--- src/rtl/register_file.sv ---
// register_file: 32 x N_BITS MIPS GPR file; reg 0 reads as zero, $gp/$sp preset on reset; optional REGFILE_BYPASS_EN.
// Latency: reads are combinational, a write is visible from the rising edge that captures it.
// Backpressure: none; a write is accepted on every rising edge while reset is high.
module register_file #(
    parameter int                N_BITS  = 32,
    parameter logic [N_BITS-1:0] SP_INIT = 32'h7FFF_EFFC,
    parameter logic [N_BITS-1:0] GP_INIT = 32'h1000_8000
) (
    input  logic              clk,
    input  logic              reset,
    input  logic              RegWrite,
    input  logic [4:0]        WriteRegister,
    input  logic [N_BITS-1:0] WriteData,
    input  logic [4:0]        ReadRegister1,
    input  logic [4:0]        ReadRegister2,
    output logic [N_BITS-1:0] ReadData1,
    output logic [N_BITS-1:0] ReadData2
);

    localparam int GP_IDX = 28;
    localparam int SP_IDX = 29;

    // Register 0 has no flop; entry 0 of this vector is a constant zero.
    logic [N_BITS-1:0] regs [32];
    logic              wr_en;

    assign wr_en   = reset && RegWrite && (WriteRegister != 5'd0);
    assign regs[0] = '0;

    for (genvar g = 1; g < 32; g++) begin : g_reg
        localparam logic [N_BITS-1:0] RST_VAL =
            (g == GP_IDX) ? GP_INIT :
            (g == SP_IDX) ? SP_INIT : '0;

        always_ff @(posedge clk or negedge reset) begin
            if (!reset) begin
                regs[g] <= RST_VAL;
            end else if (wr_en && (WriteRegister == 5'(g))) begin
                regs[g] <= WriteData;
            end
        end
    end

    logic [N_BITS-1:0] stored1;
    logic [N_BITS-1:0] stored2;

    assign stored1 = regs[ReadRegister1];
    assign stored2 = regs[ReadRegister2];

`ifdef REGFILE_BYPASS_EN
    // wr_en already excludes reset and reg 0, so neither ever forwards.
    logic hit1;
    logic hit2;

    assign hit1 = wr_en && (WriteRegister == ReadRegister1);
    assign hit2 = wr_en && (WriteRegister == ReadRegister2);

    always_comb begin
        ReadData1 = stored1;
        ReadData2 = stored2;
        if (hit1) begin
            ReadData1 = WriteData;
        end
        if (hit2) begin
            ReadData2 = WriteData;
        end
    end
`else
    always_comb begin
        ReadData1 = stored1;
        ReadData2 = stored2;
    end
`endif

endmodule

--- config.mk ---
export PLATFORM = sky130hd
export DESIGN_NAME = register_file
export DESIGN_NICKNAME = d
export VERILOG_FILES = /design/src/rtl/register_file.sv
export SDC_FILE = /design/constraint.sdc
export NUM_CORES = 2
export LEC_CHECK = 0
export CORE_MARGIN = 1
export CORE_UTILIZATION = 43
export DETAILED_ROUTE_END_ITERATION = 6
export HOLD_SLACK_MARGIN = 0.06
export PLACE_DENSITY_LB_ADDON = 0.15
export SYNTH_ARGS = -nofsm -noshare
export SYNTH_HDL_FRONTEND = slang
export SYNTH_SLANG_ARGS = --single-unit
--- constraint.sdc ---
create_clock -name clk -period 2.8 [get_ports clk]
set_clock_uncertainty 0.15 [all_clocks]
set_input_delay 0.28 -clock clk [delete_from_list [all_inputs] [get_ports clk]]
set_output_delay 0.28 -clock clk [all_outputs]
set_load 0.02 [all_outputs]
==> key figures <==
Run status
  • Status: finished with violations
  • Failing checks: setup timing

Route
  • Total wire length: 184000 um
  • DRT Pass-1 Iters: 7
  • Routed Antenna Nets: 0
  • DRC Markers: 0
  • Vias per inst: 6.46
  • Vias: 36151
  • Routed len/inst: 32.9 um
  • Initial drt markers: 3166

STA
  • Final hold slack: 178 ps
  • Final Critical Period: 2860 ps
  • Slew headroom: 0.242
  • Worst-Margin Slew: 1130 ps
  • RSZ-0062 raised after global routing: yes
  • Final period util: 1.02
  • Min setup slack post-route: -59.4 ps
  • Fmax: 0.350 GHz
  • Final Hold Viols: 0
  • Setup-failing EPs final: 11
  • Slew Limit Fails: 0

Setup path
  • R2R depth: 3
  • Reg2reg start: regs[178]
  • Crit path DAT: 2430 ps
  • Critical path endpoint: ReadData2[31]
  • Worst path required time: 2370 ps
  • Worst reg2reg path endpoint: regs[178]
  • Worst setup path class: primary input to output port
  • Crit end category: output port
  • Crit-path max FO: 13
  • Reg2reg setup slack: 1610 ps
  • Worst setup path start: ReadRegister2[1]
  • CP Launch Type: primary input

Synthesis
  • Post-Syn Area: 53200 sq um
  • Number of synthesized flops with an enable pin: 0
  • Count of cell types in the netlist: 30
  • Synthesis-stage register bit count: 992
  • Syn Inst Count: 3636
  • Syn nets: 3686
  • Top_reg_cell synth: dfrtp_1
  • Sequential area share after synthesis: 0.467
  • Synth Area per Inst: 14.6 sq um
  • Warnings, synthesis: 0
  • FFs w/ async S/R, synth: 1.00

Clocking
  • # clock sinks: 992
  • Worst skew pair latency: 730 ps
  • TritonCTS Buffers: 109
  • Clock-pin slew on the worst setup and hold paths: 60 ps
  • CTS root buf: clkbuf_16
  • Maximum level of the CTS H-tree: 3
  • Clk buf depth: 3
  • CTS tree: yes

Finish
  • Filler Cell Count: 10030
  • Area grow syn2layout: 21.1%
  • Most frequent cells in the layout: mux2_2 (1027), dfrtp_1 (962), mux4_2 (384), buf_4 (282), a22o_1 (191)
  • Most common cell after layout, fill and taps aside: mux2_2
  • Register area: 24900 sq um
  • Largest Register: regs
  • Largest register FFs: 992
  • Top flop regs: regs x992
  • Multi-input gate area: 27600 sq um
  • Nets: 3923
  • Post-layout util: 0.527
  • Share of cells above drive strength 1: 0.579

Floorplanning
  • Core Rows: 128
  • Die X: 354 um
  • I/O Pins: 114
  • DIE HEIGHT: 354 um
  • Full die area: 125000 sq um
  • Core Region: 122000 sq um
  • Starting density of the core: 0.435

Place
  • Final RePlAce weighted congestion: 0.870
  • Port Buffers: 113
  • HPWL Detailed: 123000 um
  • Dpl ws: -667 ps

Hold path
  • Min-Delay Path Class: primary input to async pin

Power and ir drop
  • Peak VDD IR: 0.468 mV
  • Power per cell area: 632 nW/um^2
  • Pleak: 0.0285 uW

Global route
  • First-pass GRT wire length: 273000 um
  • Vias in the first global route: 38613
  • GRT Util Overall: 0.297
  • Overflow after GRT: 0
  • Largest net degree at the start of global routing: 171
  • Initial antenna violation count: 5

Run
  • Max-cap violations: 0
[critical path, cell delays in order]
cell      delay, ps
buf_4           260
buf_12          230
buf_6           260
mux2_2          370
a22o_1          180
a211oi_1        420
o31ai_4         190
buf_6           180
[metal layers]
metal  up-vias  part of all wire  wire length [um]  global-route usage
met5         -          0.000070                13                   0
met3       422             0.068             12500              0.0540
li1      14572                 -                 -                   -
met1     19582              0.42             77100               0.402
met4         2             0.044              8040               0.120
met2      1573              0.47             86800               0.472
[kinds of logic (layout without fill, tap and decap cells)]
kind of cell    Yosys count  in the layout  share of synthesized area
compound gates          447            447                     0.0630
buf+inv                 403            735                     0.0360
flops                   992            992                      0.467
mux                    1601           1601                      0.416
other cells               0              5                          0
simple gates            193            193                     0.0180
[power breakdown]
group          internal [uW]  switching [uW]
combinational           4330            3450
sequential             16300            1490
clock                   8980            6210
[through the flow]
stage	TNS (ps)	power, uW	area, sq um	cells
floorplan	0	22400	53200	3636
global placement	-13270	25000	59800	5393
detailed placement	-13620	25400	59800	5393
CTS	-1470	40900	64300	5589
global route	-1970	42200	64500	5596
finish	-240	40700	64500	5598
[timing repair]
action,CTS,global route
resized for setup,444,40
endpoints found under the setup margin,64,60
endpoints found under the hold margin,596,0
pin swaps,101,67
hold buffers,1,0
setup buffers,6,4
[how the worst min path moves through the flow]
stage | startpoint | end | slack [ps] | cells after the start
CTS | reset | regs[314] | 220 | 3
floorplan | reset | regs[0] | -170 | 0
detailed placement | regs[924] | regs[924] | 350 | 1
finish | reset | regs[282] | 180 | 3
global placement | regs[899] | regs[899] | 330 | 1
global route | reset | regs[346] | 260 | 3
[layout make-up]
type / count / area share
Multi-Input combinational cell: 2241 / 0.429
Sequential cell: 992 / 0.386
Timing Repair Buffer: 527 / 0.0949
Clock buffer: 166 / 0.0516
Tap cell: 1625 / 0.0315
Clock inverter: 40 / 0.00716
Antenna cell: 5 / 0.000194
Inverter: 2 / 0.000136
[synth_stat cells (10+ instances only)]
| master | number | area [sq um] |
|---|---|---|
| mux2_2 | 1027 | 11600 |
| dfrtp_1 | 962 | 24100 |
| mux4_2 | 384 | 8650 |
| clkbuf_1 | 202 | 758 |
| a22o_1 | 191 | 1670 |
| mux2i_1 | 162 | 1620 |
| buf_2 | 143 | 716 |
| nand2_1 | 77 | 289 |
| a211oi_1 | 64 | 480 |
| o21ai_1 | 64 | 320 |
| o22ai_1 | 64 | 400 |
| o31ai_1 | 64 | 480 |
| and2_1 | 34 | 213 |
| and3_1 | 33 | 206 |
| dfstp_2 | 30 | 788 |
| mux2_1 | 28 | 315 |
| nor2_1 | 27 | 101 |
| buf_4 | 25 | 188 |
| buf_6 | 17 | 191 |
| buf_1 | 13 | 48.8 |
| nor2b_1 | 10 | 62.6 |
Power figures use the tool's default switching activity.
